File: src/rtl/escrita_registradores_pkg.sv
// Shared definitions for the register-bank write side: sizes, PC index, reset value,
// the write-entry record and the 3-to-8 address decoder.
package escrita_registradores_pkg;

  localparam int       LARGURA_PADRAO = 16;
  localparam int       NUM_REGS       = 8;
  localparam int       VALOR_RESET    = 0;
  localparam logic [2:0] ENDERECO_PC  = 3'd7;

  typedef struct packed {
    logic [2:0]                endereco;
    logic [LARGURA_PADRAO-1:0] dado;
  } entrada_t;

  function automatic logic [NUM_REGS-1:0] decodifica_3x8(input logic [2:0] endereco);
    logic [NUM_REGS-1:0] v;
    v = '0;
    v[endereco] = 1'b1;
    return v;
  endfunction

endpackage

File: src/rtl/escrita_registradores_fila.sv
// Synchronous FIFO buffering write requests; push is ignored when full, pop when empty.
// Depth must be a power of two so the pointers wrap naturally.
module fila_escrita #(
  parameter int LARGURA      = 19,
  parameter int PROFUNDIDADE = 2
) (
  input  logic                                  clock,
  input  logic                                  resetn,
  input  logic                                  push,
  input  logic                                  pop,
  input  logic [LARGURA-1:0]                    dado_entrada,
  output logic [LARGURA-1:0]                    dado_saida,
  output logic                                  cheio,
  output logic                                  vazio,
  output logic [$clog2(PROFUNDIDADE+1)-1:0]     count
);

  localparam int PTR_W = $clog2(PROFUNDIDADE);
  localparam int CNT_W = $clog2(PROFUNDIDADE+1);

  logic [LARGURA-1:0] mem [PROFUNDIDADE];
  logic [PTR_W-1:0]   head;
  logic [PTR_W-1:0]   tail;
  logic               push_ef;
  logic               pop_ef;

  assign cheio      = (count == CNT_W'(PROFUNDIDADE));
  assign vazio      = (count == '0);
  assign push_ef    = push & ~cheio;
  assign pop_ef     = pop & ~vazio;
  assign dado_saida = mem[head];

  // Storage needs no reset: count gates every read of it.
  always_ff @(posedge clock) begin
    if (push_ef) mem[tail] <= dado_entrada;
  end

  always_ff @(posedge clock or negedge resetn) begin
    if (!resetn) begin
      head  <= '0;
      tail  <= '0;
      count <= '0;
    end else begin
      if (push_ef) tail <= tail + 1'b1;
      if (pop_ef)  head <= head + 1'b1;
      if (push_ef && !pop_ef)      count <= count + 1'b1;
      else if (pop_ef && !push_ef) count <= count - 1'b1;
    end
  end

endmodule

File: src/rtl/escrita_registradores.sv
// Write side of the register bank: valid/ready request FIFO draining one entry per cycle
// into eight registers; R7 is the program counter with a single-cycle increment.
module escrita_registradores
  import escrita_registradores_pkg::*;
#(
  parameter int LARGURA      = LARGURA_PADRAO,
  parameter int PROFUNDIDADE = 2
) (
  input  logic               clock,
  input  logic               resetn,
  input  logic               wr_valido,
  output logic               wr_pronto,
  input  logic [2:0]         wr_endereco,
  input  logic [LARGURA-1:0] wr_dado,
  input  logic               incr_pc,
  output logic               ocupado,
  output logic [LARGURA-1:0] registrador0,
  output logic [LARGURA-1:0] registrador1,
  output logic [LARGURA-1:0] registrador2,
  output logic [LARGURA-1:0] registrador3,
  output logic [LARGURA-1:0] registrador4,
  output logic [LARGURA-1:0] registrador5,
  output logic [LARGURA-1:0] registrador6,
  output logic [LARGURA-1:0] registrador7
);

  localparam int LARG_ENTRADA = LARGURA + 3;
  localparam int CNT_W        = $clog2(PROFUNDIDADE+1);

  logic [LARG_ENTRADA-1:0] entrada;
  logic [LARG_ENTRADA-1:0] cabeca;
  logic [2:0]              cab_endereco;
  logic [LARGURA-1:0]      cab_dado;
  logic                    cheio;
  logic                    vazio;
  logic [CNT_W-1:0]        count;
  logic [NUM_REGS-1:0]     habilita;
  logic [LARGURA-1:0]      regs [NUM_REGS];
  logic [LARGURA-1:0]      prox [NUM_REGS];

  assign entrada      = {wr_endereco, wr_dado};
  assign cab_endereco = cabeca[LARG_ENTRADA-1 -: 3];
  assign cab_dado     = cabeca[LARGURA-1:0];
  assign wr_pronto    = ~cheio;
  assign ocupado      = ~vazio;

  fila_escrita #(
    .LARGURA      (LARG_ENTRADA),
    .PROFUNDIDADE (PROFUNDIDADE)
  ) u_fila (
    .clock        (clock),
    .resetn       (resetn),
    .push         (wr_valido & wr_pronto),
    .pop          (~vazio),
    .dado_entrada (entrada),
    .dado_saida   (cabeca),
    .cheio        (cheio),
    .vazio        (vazio),
    .count        (count)
  );

  assign habilita = vazio ? '0 : decodifica_3x8(cab_endereco);

  // R7 priority: FIFO write, then increment, then hold.
  always_comb begin
    for (int i = 0; i < NUM_REGS; i++) begin
      prox[i] = regs[i];
      if (habilita[i]) prox[i] = cab_dado;
    end
    if (!habilita[ENDERECO_PC] && incr_pc)
      prox[ENDERECO_PC] = regs[ENDERECO_PC] + 1'b1;
  end

  always_ff @(posedge clock or negedge resetn) begin
    if (!resetn) begin
      for (int i = 0; i < NUM_REGS; i++) regs[i] <= LARGURA'(VALOR_RESET);
    end else begin
      for (int i = 0; i < NUM_REGS; i++) regs[i] <= prox[i];
    end
  end

  assign registrador0 = regs[0];
  assign registrador1 = regs[1];
  assign registrador2 = regs[2];
  assign registrador3 = regs[3];
  assign registrador4 = regs[4];
  assign registrador5 = regs[5];
  assign registrador6 = regs[6];
  assign registrador7 = regs[7];

endmodule
File: config.mk
export PLATFORM = sky130hd
export DESIGN_NAME = escrita_registradores
export DESIGN_NICKNAME = d
export VERILOG_FILES = /design/src/rtl/escrita_registradores_pkg.sv /design/src/rtl/escrita_registradores_fila.sv /design/src/rtl/escrita_registradores.sv
export SDC_FILE = /design/constraint.sdc
export NUM_CORES = 1
export LEC_CHECK = 0
export ABC_AREA = 1
export CAP_MARGIN = 20
export CORE_UTILIZATION = 47
export CTS_BUF_LIST = sky130_fd_sc_hd__clkbuf_8
export CTS_CLUSTER_SIZE = 24
export DETAILED_ROUTE_END_ITERATION = 10
export PLACE_DENSITY = 0.77
export SYNTH_ARGS = -nofsm -noshare
export SYNTH_HDL_FRONTEND = slang
export SYNTH_SLANG_ARGS = --single-unit
File: constraint.sdc
create_clock -name clock -period 1.94 [get_ports clock]
set_clock_uncertainty 0.05 [all_clocks]
set_input_delay 0.194 -clock clock [delete_from_list [all_inputs] [get_ports clock]]
set_output_delay 0.194 -clock clock [all_outputs]
set_load 0.005 [all_outputs]
==> results.toml, run 1 <==
[run_status]
status = "complete, no violations"

[sta]
layout_min_cycle_time_ns = 1.83
hold_slack_ns = 0.201
finalSetupViolCount = 0
relSlewSlack_pct = 64.7
max_freq_mhz = 548
hold_viol = 0
worst-slew-pin-transition_ns = 0.529
setup_tns_ns = 0
rsz0062_at_grt = "no"
fin_crit_sh_pct = 94.1
slew_violations = 0

[global_routing]
grt_usage_pct = 25.6
grt_pass1_wl_um = 27700
grtUsageMet1_pct = 34.3
grtUsageMet2_pct = 40.7
grt_use_met3_pct = 5.69
grt_remaining_overflow = 0
grt_max_degree = 38
grt_pass1_vias = 5010
antenna_found_initial = 0
grt-busiest-layer = "met2"

[cells_and_area]
area_growth_pct = 35.3
nNetsFinal = 855
fillers = 1077
antennaDiodeCount = 0
final_cells = 1023
drive_gt1_share_pct = 10.9

[setup_path]
crit_buf_inv = 2
critPathLaunchType = "flip-flop"
cp-end-kind = "output pin"
crit_arrival_ns = 1.58
criticalPathCategory = "reg -> out"
r2r_setup_slack_ns = 0.20
rr_worst_depth = 8
cpPeakStageDelay_ns = 0.55
path_delay_family = "buffers and inverters"
regToRegEndpoint = "registrador7[14]"
path_max_fanout = 3
crit_slowest_cell = "clkdlybuf4s50_1"
worstPathCellList = "nor2_4 -> inv_1 -> clkdlybuf4s50_1"
crit_required_ns = 1.70
reg2reg_from = "u_fila.head"

[routing]
via_count = 5276
postRouteAntennaNets = 0
wl_per_cell_um = 17.4
viasPerCell = 5.16
finalWirelength_um = 17800
drc = 0
dr.pass1.iters = 8
drt-initial-drc-count = 452

[worst_hold_path]
min_path_type = "in -> async"

[yosys]
yosys_register_bits = 170
yosysWarnings = 0
syn_nets = 669
ys_seq_area_share_pct = 66.4
ys_types = 30
syn_area_um2 = 6690
synthCells = 644
syn_avg_cell_area_um2 = 10.4

[floorplanning]
core_um2 = 13900
rows = 43
die_y_um = 121
start_util_pct = 48.2
die_x_um = 121
ios = 153
dieArea_um2 = 14700

[clock_network]
path_clk_slew_ns = 0.09
root_buffer = "clkbuf_8"
worstSkewPairLatency_ns = 0.45
clockBufferDepth = 2
h-tree-depth = 4
cts.sinks = 170
tritoncts = "done"
cts_buffers = 17

[power]
power_density_nw_per_um2 = 1710
cellLeakagePower_nw = 4.07
vdd_drop_max_uv = 859

[place]
place.gp.congestion = 0.852
placedCellCount = 989
dp_hpwl_um = 12700
port_buffers = 152

[job]
max_cap_viol_count = 0
[worst register-to-register path, stage by stage (launching register included)]
cell and delay [ns]:
dfrtp_2 0.47, buf_4 0.26, mux2i_1 0.36, buf_4 0.23, nand2_1 0.06, nand2_1 0.08
inv_1 0.04, nand2_1 0.05, nand2_1 0.05
[through the flow]
| stage | utilization (%) | area [um^2] | setup slack (ns) | power, mW |
|---|---|---|---|---|
| 6_report | 65.2 | 9060 | 0.114 | 15.5 |
| 5_1_grt | 65.2 | 9060 | 0.0437 | 16.5 |
| 4_1_cts | 65.2 | 9050 | 0.0223 | 15.5 |
| 3_5_place_dp | 62.3 | 8650 | 0.0414 | 13.1 |
| 3_3_place_gp | 62.3 | 8650 | 0.152 | 12.9 |
| 2_1_floorplan | - | 6700 | 0.0118 | 8.93 |
[where the power goes]
| part | switching [mW] | internal [mW] |
|---|---|---|
| sequential | 0.984 | 5.15 |
| combinational | 3.40 | 3.53 |
| clock | 1.24 | 1.16 |
| total | 5.62 | 9.85 |
[routing by layer]
metal	part of all wire, %	up-vias
met5	0	-
met4	2.4	0
met3	6.8	37
met2	48	201
met1	42	2525
li1	-	2513
[cells by family (layout without fill, tap and decap cells)]
logic type / Yosys count / after routing / synth area share (%)
compound gates: 128 / 128 / 9.83
xor+xnor: 7 / 7 / 0.916
fa+ha+maj: 2 / 2 / 0.374
buf+inv: 54 / 253 / 3.91
flops: 170 / 170 / 66.4
mux: 13 / 13 / 1.94
simple gates: 270 / 270 / 16.6
[repair_timing]
| item | in CTS | in global routing |
|---|---|---|
| pin swaps | 1 | 0 |
| setup buffers | 1 | 0 |
| setup endpoints to repair | 1 | 30 |
| hold endpoints to repair | 32 | 0 |
| hold buffers | 1 | 0 |
| gates resized for setup | 0 | 2 |
[layout by cell type, fill, tap and decap left out, types with 11 or more instances in the layout]
master / count
buf_4: 35
clkbuf_8: 18
clkdlybuf4s50_1: 151
dfrtp_1: 131
edfxtp_1: 38
inv_1: 28
mux2i_1: 13
nand2_1: 207
nand2_2: 11
nand3_1: 16
nor2_1: 24
o21ai_0: 80
o21ai_1: 40
[cells in the mapped netlist]
cell type	n	area, um^2
nand2_1	207	777
dfrtp_1	132	3300
o21ai_0	80	400
o21ai_1	40	200
edfxtp_1	38	1140
inv_1	25	93.8
nor2_1	25	93.8
buf_2	18	90.1
nand3_1	16	80.1
mux2i_1	13	130
nand2_2	11	68.8
o211ai_1	6	45.0
buf_6	4	45.0
xor2_1	4	35.0
nor2_2	3	18.8
xnor2_1	3	26.3
clkbuf_1	2	7.51
ha_1	2	25.0
inv_2	2	7.51
nand3b_1	2	15.0
nand4_1	2	12.5
a21oi_1	1	5.00
buf_4	1	7.51
clkbuf_2	1	5.00
clkinv_2	1	5.00
nand2_4	1	11.3
nor2_4	1	11.3
nor2_8	1	20.0
nor3_1	1	5.00
o21bai_1	1	7.51
[how the worst max path moves through the flow]
stage	startpoint	end	slack, ns	cells after the start
global route	u_fila.count[0]	ocupado	0.04	3
detailed placement	u_fila.head	registrador7[0]	0.04	8
CTS	u_fila.head	registrador7[0]	0.02	8
finish	u_fila.count[0]	ocupado	0.11	3
global placement	u_fila.head	registrador7[14]	0.15	8
floorplan	u_fila.count[0]	u_fila.mem[0][0]	0.01	4
[registers in the layout, indices dropped and copies added, names as in the netlist]
name	count
u_fila.mem	38
registrador0	16
registrador1	16
registrador2	16
registrador3	16
registrador4	16
registrador5	16
registrador6	16
registrador7	16
u_fila.count	2
u_fila.head	1
u_fila.tail	1
[area by class of cell]
| type | instances | area, um^2 | share of cell area [%] |
|---|---|---|---|
| well taps | 180 | 225 | 2.49 |
| inverters | 28 | 106 | 1.17 |
| multi-input cells | 420 | 2000 | 22.0 |
| clock buffers | 18 | 248 | 2.74 |
| repair buffers | 193 | 1900 | 21.0 |
| clock inverters | 14 | 131 | 1.45 |
| flip-flops and latches | 170 | 4450 | 49.1 |
No activity file was read; power rests on OpenSTA's default activity.
==> inputs of run 2 (changes only) <==
Settings changed: CTS_CLUSTER_SIZE 24 to default.
==> results of run 2 <==
Same layout as run 1: the final DEF is identical, and so are final timing and power.
